[src/rtl/mcycle_mac_unit.sv]
`default_nettype none
// ============================================================================
// Module      : mcycle_mac_unit
// Description : Multi-cycle multiply-accumulate responder on the MCycle
//               Start/Busy handshake. Optional saturation via MAC_SAT_EN.
// Revision    : 1.0 - initial release
// ============================================================================
module mcycle_mac_unit #(
    parameter int WIDTH = 4
) (
    input  logic             CLK,
    input  logic             RESET,
    input  logic             Start,
    input  logic [1:0]       MCycleOp,
    input  logic [WIDTH-1:0] Operand1,
    input  logic [WIDTH-1:0] Operand2,
    output logic [WIDTH-1:0] Result1,
    output logic [WIDTH-1:0] Result2,
    output logic             Busy
);

    localparam int              ACC_W  = 2 * WIDTH;
    localparam int              CNT_W  = (WIDTH > 1) ? $clog2(WIDTH) : 1;
    localparam logic [CNT_W-1:0] C_LAST = CNT_W'(WIDTH - 1);
    localparam logic [1:0]      OP_SMLA  = 2'b00;
    localparam logic [1:0]      OP_UMLA  = 2'b01;
    localparam logic [1:0]      OP_CLEAR = 2'b10;

    typedef enum logic [1:0] {
        ST_IDLE   = 2'd0,
        ST_MULT   = 2'd1,
        ST_FINISH = 2'd2
    } state_t;

    state_t             state_q,  state_d;
    logic [1:0]         op_q,     op_d;
    logic [ACC_W-1:0]   mcand_q,  mcand_d;
    logic [WIDTH-1:0]   mplier_q, mplier_d;
    logic [ACC_W-1:0]   prod_q,   prod_d;
    logic [CNT_W-1:0]   cnt_q,    cnt_d;
    logic [ACC_W-1:0]   acc_q,    acc_d;
    logic [ACC_W-1:0]   sum_w;

`ifdef MAC_SAT_EN
    logic               carry_w;
    logic               ovf_s_w;
    always_comb begin
        {carry_w, sum_w} = {1'b0, acc_q} + {1'b0, prod_q};
        // Signed overflow: both addends share a sign that the sum lost.
        ovf_s_w = (acc_q[ACC_W-1] == prod_q[ACC_W-1]) &&
                  (sum_w[ACC_W-1] != acc_q[ACC_W-1]);
        if (op_q == OP_SMLA && ovf_s_w) begin
            sum_w = prod_q[ACC_W-1] ? {1'b1, {(ACC_W-1){1'b0}}}
                                    : {1'b0, {(ACC_W-1){1'b1}}};
        end else if (op_q == OP_UMLA && carry_w) begin
            sum_w = {ACC_W{1'b1}};
        end
    end
`else
    always_comb begin
        sum_w = acc_q + prod_q;
    end
`endif

    always_comb begin
        state_d  = state_q;
        op_d     = op_q;
        mcand_d  = mcand_q;
        mplier_d = mplier_q;
        prod_d   = prod_q;
        cnt_d    = cnt_q;
        acc_d    = acc_q;
        case (state_q)
            ST_IDLE: begin
                if (Start) begin
                    op_d     = MCycleOp;
                    mcand_d  = MCycleOp[0] ? {{WIDTH{1'b0}}, Operand1}
                                           : {{WIDTH{Operand1[WIDTH-1]}}, Operand1};
                    mplier_d = Operand2;
                    prod_d   = '0;
                    cnt_d    = '0;
                    state_d  = MCycleOp[1] ? ST_FINISH : ST_MULT;
                end
            end
            ST_MULT: begin
                // The signed multiplier's top bit carries negative weight.
                if (mplier_q[0]) begin
                    if (op_q == OP_SMLA && cnt_q == C_LAST)
                        prod_d = prod_q - mcand_q;
                    else
                        prod_d = prod_q + mcand_q;
                end
                mcand_d  = mcand_q << 1;
                mplier_d = mplier_q >> 1;
                if (cnt_q == C_LAST) begin
                    cnt_d   = '0;
                    state_d = ST_FINISH;
                end else begin
                    cnt_d   = cnt_q + CNT_W'(1);
                end
            end
            ST_FINISH: begin
                if (op_q == OP_CLEAR)
                    acc_d = '0;
                else if (!op_q[1])
                    acc_d = sum_w;
                state_d = ST_IDLE;
            end
            default: state_d = ST_IDLE;
        endcase
    end

    always_ff @(posedge CLK) begin
        if (RESET) begin
            state_q  <= ST_IDLE;
            op_q     <= '0;
            mcand_q  <= '0;
            mplier_q <= '0;
            prod_q   <= '0;
            cnt_q    <= '0;
            acc_q    <= '0;
        end else begin
            state_q  <= state_d;
            op_q     <= op_d;
            mcand_q  <= mcand_d;
            mplier_q <= mplier_d;
            prod_q   <= prod_d;
            cnt_q    <= cnt_d;
            acc_q    <= acc_d;
        end
    end

    // The accumulator only changes in FINISH, so it doubles as the result.
    assign Result1 = acc_q[WIDTH-1:0];
    assign Result2 = acc_q[ACC_W-1:WIDTH];
    assign Busy    = (state_q != ST_IDLE);

endmodule
`default_nettype wire

[config.mk]
export PLATFORM = sky130hd
export DESIGN_NAME = mcycle_mac_unit
export DESIGN_NICKNAME = d
export VERILOG_FILES = /design/src/rtl/mcycle_mac_unit.sv
export SDC_FILE = /design/constraint.sdc
export NUM_CORES = 1
export LEC_CHECK = 0
export CAP_MARGIN = 0
export CELL_PAD_IN_SITES_DETAIL_PLACEMENT = 0
export CELL_PAD_IN_SITES_GLOBAL_PLACEMENT = 2
export CORE_MARGIN = 10
export CORE_UTILIZATION = 36
export DETAILED_ROUTE_END_ITERATION = 10
export GPL_TIMING_DRIVEN = 1
export MAX_ROUTING_LAYER = met4
export PLACE_DENSITY_LB_ADDON = 0.1
export SLEW_MARGIN = 20
export SYNTH_ARGS = -nofsm -noshare
export SYNTH_HDL_FRONTEND = slang
export SYNTH_SLANG_ARGS = --single-unit
[constraint.sdc]
create_clock -name CLK -period 4.8 [get_ports CLK]
set_clock_uncertainty 0.15 [all_clocks]
set_input_delay 0.96 -clock CLK [delete_from_list [all_inputs] [get_ports CLK]]
set_output_delay 0.96 -clock CLK [all_outputs]
set_load 0.05 [all_outputs]
==> flow_metrics.py, run 1 <==
metrics = {
    "critical_path": {
        "crit_type": "flip-flop to flip-flop",
        "crit_family": "adder cells",
        "cp_max_fo": 7,
        "cp.required_ns": 4.85,
        "cp.arrival_ns": 2.98,
        "r2r_start": "cnt_q[0]",
        "path_buf_inv": 0,
        "crit_slowest_cell": "fa_1",
        "rrSetupSlack_ns": 1.87,
        "r2r_cells": 11,
        "crit_chain": "ha_1 > nor3b_4 > mux2_2 > fa_1 > nor2b_1 > o21ai_0 > nand2b_1 > a21o_1 > a21oi_1 > xor2_1 > o31ai_1",
        "cpPeakStageDelay_ns": 0.43,
        "r2r_end": "prod_q[6]",
        "crit_path_end_kind": "flip-flop",
        "startpoint_type": "flip-flop",
    },
    "synth": {
        "synth_flop_cell": "dfxtp_1",
        "yosys_warnings": 0,
        "yosysTopAreaCell": "dfxtp_1",
        "async_flop_share_pct": 0,
        "synth_edf_count": 0,
        "synthTopCellsByCount": "dfxtp_1 (34), nand2_1 (29), nor2_1 (29)",
        "synth.cell_area_um2": 2040,
        "netlist.area_leader.share_pct": 33.3,
        "synth_area_leaders": "dfxtp_1 (33%), ha_1 (9.8%), nand2_1 (5.3%)",
        "ys_seq_elements": 34,
        "synth_most_common_cell": "dfxtp_1",
        "synth_cell_types": 41,
        "synthCells": 242,
        "synthesis.nets": 273,
        "yosysSeqAreaShare_pct": 33.3,
        "avgSynthCellArea_um2": 8.44,
    },
    "clock_network": {
        "clk_pin_slew_ns": 0.07,
        "hold_buffers": 0,
        "cts_made_buffers": 5,
        "cts_sinks": 34,
        "cts_tree": "yes",
        "clockBufferDepth": 2,
        "post-cts-setup-buffer-count": 0,
        "cts-resized-gates": 0,
        "cts_root_buf": "clkbuf_8",
        "htree_levels": 2,
        "clk_latency_ns": 0.29,
    },
    "worst_hold_path": {
        "holdPathStages": 2,
        "whs_endpoint": "mplier_q[3]",
        "hold_path_startpoint": "mplier_q[3]",
        "min_path_type": "flip-flop to flip-flop",
    },
    "routing": {
        "vias_per_cell": 5.23,
        "ant_nets": 0,
        "wl_um": 4840,
        "post_drt_wl_per_cell_um": 14.6,
        "first_pass_iters": 4,
        "drc": 0,
        "vias": 1736,
        "drtIter0Drc": 63,
    },
    "global_route": {
        "grt_antenna_before_repair": 0,
        "grt.total_usage_pct": 11.8,
        "grt.overflow.total": 0,
        "grt_max_degree": 25,
        "grt_first_pass_wirelength_um": 8290,
        "grt_pass1_vias": 1720,
    },
    "pwr": {
        "vdd_drop_max_uv": 137,
        "clkPwrFrac_pct": 30.7,
        "power_mw": 0.684,
        "p_leak_nw": 0.929,
        "powerDensity_nw_per_um2": 288,
        "intPower_mw": 0.469,
        "comb_power_share_pct": 24.1,
        "p_sw_mw": 0.215,
        "pwr-share-seq_pct": 45.2,
        "p_sw_share_pct": 31.4,
    },
    "placed_design": {
        "dp_hpwl_um": 3630,
        "place_inst": 325,
        "routabilityCongestion": 0.807,
        "io_buffers": 21,
    },
    "outcome": {
        "status": "completed",
    },
    "sta": {
        "setup_tns_ns": 0,
        "drv_slew": 0,
        "period_share_pct": 61.0,
        "setup_viol_count_final": 0,
        "worst_slew_pin_slew_ns": 0.922,
        "rsz0062_at_grt": "false",
        "hold_violations": 0,
        "slew_headroom_pct": 38.4,
        "min_period_ns": 2.93,
        "max_freq_ghz": 0.341,
    },
    "finish": {
        "layout-drive-gt1-share_pct": 6.15,
        "syn2layout_area_growth_pct": 16.4,
        "final_cells": 332,
        "fillers": 573,
        "nNetsFinal": 291,
        "diodes": 0,
    },
    "die": {
        "die_area_um2": 9080,
        "die_w_um": 95.3,
        "io-pin-count": 22,
        "num_rows": 27,
        "start_util_pct": 37.1,
        "core_um2": 5510,
        "fp.dieH_um": 95.3,
    },
    "flow_run": {
        "cap_violations": 0,
    },
}
## worst max-delay path by stage
stage | cells after the start | start | slack, ns | end
global route | 11 | cnt_q[0] | 1.58 | prod_q[6]
detailed placement | 11 | cnt_q[0] | 1.87 | prod_q[6]
CTS | 11 | cnt_q[0] | 1.84 | prod_q[6]
global placement | 5 | RESET | 1.92 | acc_q[7]
finish | 11 | cnt_q[0] | 1.87 | prod_q[6]
floorplan | 11 | cnt_q[0] | 2.17 | prod_q[6]
## power by group through the flow
stage,Sequential [mW],Clock [mW],Combinational (mW)
CTS,0.309,0.220,0.167
global placement,0.316,0,0.167
floorplan,0.311,0,0.133
finish,0.309,0.210,0.165
global route,0.312,0.230,0.186
detailed placement,0.316,0,0.165
## state kept, by name (all words and copies together), names as in the netlist
register	flops
acc_q	8
mcand_q	8
prod_q	8
mplier_q	4
cnt_q	2
op_q	2
state_q	2
## per-layer routing
layer  GRT usage, %  wire length, µm  vias up
li1               -                -      899
met1           14.2             2350      811
met2           18.8             2320       22
met3           3.14              138        4
met4           3.74               31        0
met5              -                0        -
## layout by cell type, fill, tap and decap left out, types with 7 or more instances in the layout
cell type and n:
ha_1 16, a22oi_1 10, dfxtp_1 34, a31oi_1 7, nand3_1 9, clkdlybuf4s50_1 21, a21oi_1 17, inv_1 7
nand2_1 29, xnor2_1 11, nor2_1 29
## worst reg2reg max path: stages, from the launching register on
cell	delay, ns
dfxtp_1	0.36
ha_1	0.23
nor3b_4	0.39
mux2_2	0.42
fa_1	0.43
nor2b_1	0.13
o21ai_0	0.08
nand2b_1	0.11
a21o_1	0.13
a21oi_1	0.07
xor2_1	0.16
o31ai_1	0.19
## through the flow
step | cell area, µm² | worst slack [ns] | hold WS (ns) | utilization (%)
final | 2380 | 1.87 | 0.322 | 43.1
after global routing | 2380 | 1.58 | 0.355 | 43.1
after CTS | 2380 | 1.84 | 0.323 | 43.1
after detailed placement | 2300 | 1.87 | 0.313 | 41.7
after global placement | 2300 | 1.92 | 0.307 | 41.7
after floorplan | 2040 | 2.17 | 0.298 | -
## cells by family (layout without fill, tap and decap cells)
family | after synthesis | in the layout | share of synthesized area, %
XOR/XNOR | 18 | 18 | 8.09
multiplexers | 1 | 1 | 0.551
buffers and inverters | 18 | 36 | 3.92
AO/OA/AOI/OAI | 63 | 63 | 20.8
AND/OR/NAND/NOR | 90 | 90 | 21.5
adder cells (fa/ha/maj) | 18 | 18 | 11.8
flip-flops | 34 | 34 | 33.3
## final cells by class
class                           instances  area (µm²)  share of cell area (%)
Clock inverter                          1        7.51                   0.316
Clock buffer                            6        72.6                    3.05
Sequential cell                        34         681                    28.6
Tap cell                               72        90.1                    3.79
Multi-Input combinational cell        190        1280                    53.9
Timing Repair Buffer                   22         218                    9.16
Inverter                                7        26.3                    1.11
No activity file was read; power rests on OpenSTA's default activity.
==> run 2, diff against run 1 <==
- CORE_UTILIZATION: 36 -> 31
- clock period: 4.8 -> 2.6 ns (I/O delays scaled with it)
==> flow_metrics.py, run 2 (synthesis results as in run 1) <==
metrics = {
    "outcome": {
        "status": "finished, violations left",
        "violations": "setup timing",
    },
    "global_route": {
        "grt_first_pass_wirelength_um": 8830,
        "grt_pass1_vias": 1787,
        "grt_max_degree": 23,
        "grt.total_usage_pct": 10.8,
        "grt.overflow.total": 0,
        "grt_antenna_before_repair": 0,
    },
    "die": {
        "num_rows": 29,
        "fp.dieH_um": 101,
        "core_um2": 6390,
        "start_util_pct": 32.0,
        "io-pin-count": 22,
        "die_w_um": 101,
        "die_area_um2": 10200,
    },
    "critical_path": {
        "crit_slowest_cell": "dfxtp_2",
        "r2r_cells": 12,
        "rrSetupSlack_ns": -0.04,
        "crit_chain": "ha_4 > nor3b_4 > buf_4 > a21oi_2 > xnor2_1 > ha_1 > a21o_1 > a31o_2 > a21oi_2 > xnor2_1 > nand2_1 > o31ai_1",
        "cp_max_fo": 3,
        "cpPeakStageDelay_ns": 0.36,
        "r2r_end": "prod_q[7]",
        "r2r_start": "cnt_q[0]",
        "cp.required_ns": 2.65,
        "setup.worst_path.start": "cnt_q[0]",
        "crit_path_end_kind": "flip-flop",
        "crit_type": "flip-flop to flip-flop",
        "startpoint_type": "flip-flop",
        "crit_end": "prod_q[7]",
        "cp.arrival_ns": 2.68,
    },
    "placed_design": {
        "dp_hpwl_um": 3950,
        "placed_area_um2": 2440,
        "dpl_worst_slack_ns": -0.121,
        "io_buffers": 21,
        "routabilityCongestion": 0.744,
    },
    "clock_network": {
        "cts_root_buf": "clkbuf_8",
        "clk_pin_slew_ns": 0.08,
        "clk_latency_ns": 0.29,
        "clockBufferDepth": 2,
        "htree_levels": 2,
        "cts_sinks": 34,
        "hold_buffers": 0,
        "cts_tree": "yes",
        "cts_made_buffers": 5,
    },
    "sta": {
        "holdWs_ns": 0.320,
        "rsz0062_at_grt": "true",
        "max_freq_ghz": 0.379,
        "setup_viol_count_final": 2,
        "period_share_pct": 101,
        "min_period_ns": 2.64,
        "worst_slew_pin_slew_ns": 0.822,
        "finalWorstSetupSlack_ns": -0.0364,
        "slew_headroom_pct": 45.2,
        "drv_slew": 0,
        "hold_violations": 0,
    },
    "finish": {
        "diodes": 0,
        "layout_commonest_cell": "dfxtp_1",
        "layout-drive-gt1-share_pct": 18.7,
        "nNetsFinal": 314,
        "fillers": 670,
        "syn2layout_area_growth_pct": 29.4,
        "finalInstanceArea_um2": 2640,
        "top_regs": "acc_q: 8 flops, mcand_q: 8 flops, prod_q: 8 flops",
        "mostFrequentLayoutCells": "dfxtp_1 (32), nor2_1 (29), nand2_1 (29)",
    },
    "worst_hold_path": {
        "min_path_type": "flip-flop to flip-flop",
    },
    "pwr": {
        "p_leak_nw": 1.06,
        "intPower_mw": 0.966,
        "p_sw_mw": 0.428,
        "power_mw": 1.39,
        "pwr-share-seq_pct": 40.7,
        "clkPwrFrac_pct": 29.9,
        "vdd_drop_max_uv": 195,
        "p_sw_share_pct": 30.7,
        "comb_power_share_pct": 29.4,
        "powerDensity_nw_per_um2": 528,
    },
    "routing": {
        "vias_per_cell": 5.07,
        "wl_um": 5340,
        "post_drt_wl_per_cell_um": 14.8,
        "vias": 1831,
        "ant_nets": 0,
        "first_pass_iters": 4,
        "drc": 0,
        "drtIter0Drc": 74,
    },
    "flow_run": {
        "cap_violations": 0,
    },
}
## run 2: layer usage
metal | part of all wire, % | up-vias | GRT usage [%] | wire, µm
met2 | 45 | 25 | 16.3 | 2410
met4 | 0.75 | 0 | 3.22 | 40
met3 | 2.6 | 4 | 2.38 | 138
li1 | - | 942 | - | -
met5 | 0 | - | - | 0
met1 | 51 | 860 | 14.2 | 2750
## run 2: how the worst min path moves through the flow
stage / start / endpoint / slack [ns] / cells past startpoint
floorplan: mplier_q[3] / mplier_q[3] / 0.30 / 2
global placement: mplier_q[3] / mplier_q[3] / 0.31 / 2
detailed placement: mplier_q[3] / mplier_q[3] / 0.31 / 2
CTS: cnt_q[1] / cnt_q[1] / 0.32 / 2
global route: mplier_q[3] / mplier_q[3] / 0.35 / 2
finish: mplier_q[3] / mplier_q[3] / 0.32 / 2
## run 2: what timing repair did
action	CTS	global route
pin swaps	2	8
endpoints found under the setup margin	3	5
buffers inserted	1	4
resized for setup	6	10
## run 2: area by class of cell
type                            count  area, µm²  share of cell area, %
Clock buffer                        6       82.6                   3.13
Timing Repair Buffer               45        394                   14.9
Inverter                            7       26.3                  0.995
Tap cell                           77       96.3                   3.65
Sequential cell                    34        683                   25.9
Multi-Input combinational cell    190       1350                   51.0
Clock inverter                      2       12.5                  0.474
## run 2: power groups by stage
stage	registers [mW]	clock network, mW	logic [mW]
3_3_place_gp	0.579	0	0.376
4_1_cts	0.567	0.442	0.381
2_1_floorplan	0.573	0	0.247
5_1_grt	0.572	0.459	0.452
6_report	0.567	0.417	0.410
3_5_place_dp	0.579	0	0.372
## run 2: per-stage QoR
| stage | cells | util (%) | TNS [ns] |
|---|---|---|---|
| 2_1_floorplan | 242 | - | 0 |
| 3_3_place_gp | 348 | 38.2 | -0.0994 |
| 3_5_place_dp | 348 | 38.2 | -0.121 |
| 4_1_cts | 357 | 40.1 | -0.0825 |
| 5_1_grt | 361 | 41.4 | -0.453 |
| 6_report | 361 | 41.4 | -0.0446 |
## run 2: critical path: cells and delay by family, from the launching register on
kind / cells / cell delay, ns
simple gates: 2 / 0.32
fa+ha+maj: 2 / 0.47
compound gates: 5 / 0.80
buf+inv: 1 / 0.16
flops: 1 / 0.36
xor+xnor: 2 / 0.28
==> run 3, diff against run 2 <==
- clock period: 2.6 -> 2.2 ns (I/O delays scaled with it)
==> flow_metrics.py, run 3 (synthesis results as in run 1) <==
metrics = {
    "outcome": {
        "status": "finished, violations left",
        "violations": "setup timing",
    },
    "global_route": {
        "grt_pass1_vias": 1881,
        "grt_max_degree": 22,
        "grt_antenna_before_repair": 0,
        "grt.overflow.total": 0,
        "grt.total_usage_pct": 11.1,
        "grt_first_pass_wirelength_um": 9050,
    },
    "critical_path": {
        "crit_type": "flip-flop to flip-flop",
        "r2r_start": "cnt_q[1]",
        "cp.required_ns": 2.27,
        "r2r_end": "prod_q[6]",
        "crit_path_end_kind": "flip-flop",
        "cp_max_fo": 7,
        "r2r_cells": 12,
        "cp.arrival_ns": 2.57,
        "rrSetupSlack_ns": -0.30,
        "startpoint_type": "flip-flop",
    },
    "placed_design": {
        "place_inst": 361,
        "routabilityCongestion": 0.742,
        "dp_hpwl_um": 4020,
        "io_buffers": 21,
    },
    "pwr": {
        "powerDensity_nw_per_um2": 686,
        "vdd_drop_max_uv": 376,
        "p_leak_nw": 1.16,
    },
    "clock_network": {
        "cts_tree": "yes",
        "cts_sinks": 34,
        "hold_buffers": 0,
        "cts_root_buf": "clkbuf_8",
        "clockBufferDepth": 2,
        "cts_made_buffers": 5,
        "htree_levels": 2,
        "clk_pin_slew_ns": 0.08,
        "clk_latency_ns": 0.30,
    },
    "finish": {
        "mostFrequentLayoutCells": "buf_4 (32), dfxtp_1 (30), nand2_1 (29)",
        "nNetsFinal": 324,
        "layout-drive-gt1-share_pct": 24.1,
        "final_cells": 371,
        "fillers": 657,
        "diodes": 0,
        "syn2layout_area_growth_pct": 36.9,
        "top_regs": "acc_q: 8 flops, mcand_q: 8 flops, prod_q: 8 flops",
        "layout_commonest_cell": "buf_4",
    },
    "routing": {
        "vias_per_cell": 4.98,
        "post_drt_wl_per_cell_um": 14.1,
        "wl_met2_um": 2370,
        "drt-met1-wl_um": 2620,
        "wl_met3_um": 203,
        "drtIter0Drc": 33,
        "top_layer": "met4",
        "drc": 0,
        "ant_nets": 0,
        "vias": 1848,
        "wl_um": 5250,
        "first_pass_iters": 4,
    },
    "sta": {
        "period_share_pct": 114,
        "finalWorstSetupSlack_ns": -0.300,
        "rsz0062_at_grt": "true",
        "setup_viol_count_final": 5,
        "slew_headroom_pct": 66.7,
        "min_period_ns": 2.50,
        "max_freq_ghz": 0.400,
        "holdWs_ns": 0.317,
        "worst_slew_pin_slew_ns": 0.498,
        "drv_slew": 0,
        "hold_violations": 0,
    },
    "die": {
        "core_um2": 6390,
        "io-pin-count": 22,
        "fp.dieH_um": 101,
        "die_w_um": 101,
        "num_rows": 29,
        "start_util_pct": 32.0,
        "die_area_um2": 10200,
    },
    "worst_hold_path": {
        "min_path_type": "flip-flop to flip-flop",
        "holdPathStages": 2,
        "hold_path_startpoint": "mplier_q[3]",
        "whs_endpoint": "mplier_q[3]",
    },
    "flow_run": {
        "cap_violations": 0,
    },
}
[run 3: layer usage]
layer	vias up	global-route usage, %
met1	851	14.4
met5	-	-
met2	29	16.8
met3	5	2.79
li1	963	-
met4	0	3.11
[run 3: per-stage QoR]
step | setup TNS [ns] | area [µm²] | worst slack [ns] | util, % | power [mW]
after CTS | -1.14 | 2720 | -0.320 | 42.6 | 1.90
after global placement | -1.13 | 2580 | -0.301 | 40.4 | 1.18
final | -1.15 | 2800 | -0.300 | 43.8 | 1.92
after floorplan | -0.763 | 2080 | -0.289 | - | 0.984
after global routing | -1.86 | 2800 | -0.424 | 43.8 | 2.02
after detailed placement | -1.31 | 2580 | -0.359 | 40.4 | 1.18
[run 3: how the worst max path moves through the flow]
stage	startpoint	endpoint	slack, ns	cells after the start
finish	cnt_q[1]	prod_q[6]	-0.30	12
global route	cnt_q[1]	prod_q[6]	-0.42	13
CTS	cnt_q[1]	prod_q[6]	-0.32	12
detailed placement	cnt_q[1]	prod_q[6]	-0.36	12
global placement	cnt_q[1]	prod_q[6]	-0.30	12
floorplan	cnt_q[1]	prod_q[6]	-0.29	11
[run 3: power by group]
part           switching [mW]  internal [mW]
Sequential             0.0251          0.641
Combinational           0.257          0.281
Clock                   0.260          0.454
[run 3: worst max-delay path, cell delays in order, from the launching register on]
cell and delay (ns):
dfxtp_2 0.35, ha_4 0.13, nor3b_4 0.17, buf_6 0.15, mux2_4 0.31, fa_2 0.35, nor2b_1 0.12, o21ai_1 0.06
nand2b_1 0.09, a21o_1 0.14, a21oi_2 0.06, xor2_1 0.15, o31ai_1 0.18
[run 3: area by class of cell]
class / instances / area (µm²) / area share (%)
clock buffers: 5 / 68.8 / 2.46
flip-flops and latches: 34 / 686 / 24.5
repair buffers: 55 / 485 / 17.4
well taps: 77 / 96.3 / 3.45
inverters: 7 / 26.3 / 0.940
multi-input cells: 190 / 1370 / 48.8
clock inverters: 3 / 68.8 / 2.46
[run 3: timing repair]
item,4_1_cts,5_1_grt
setup buffers,0,2
cloned,0,0
setup endpoints to repair,5,8
pin swaps,7,15
resized for setup,1,12
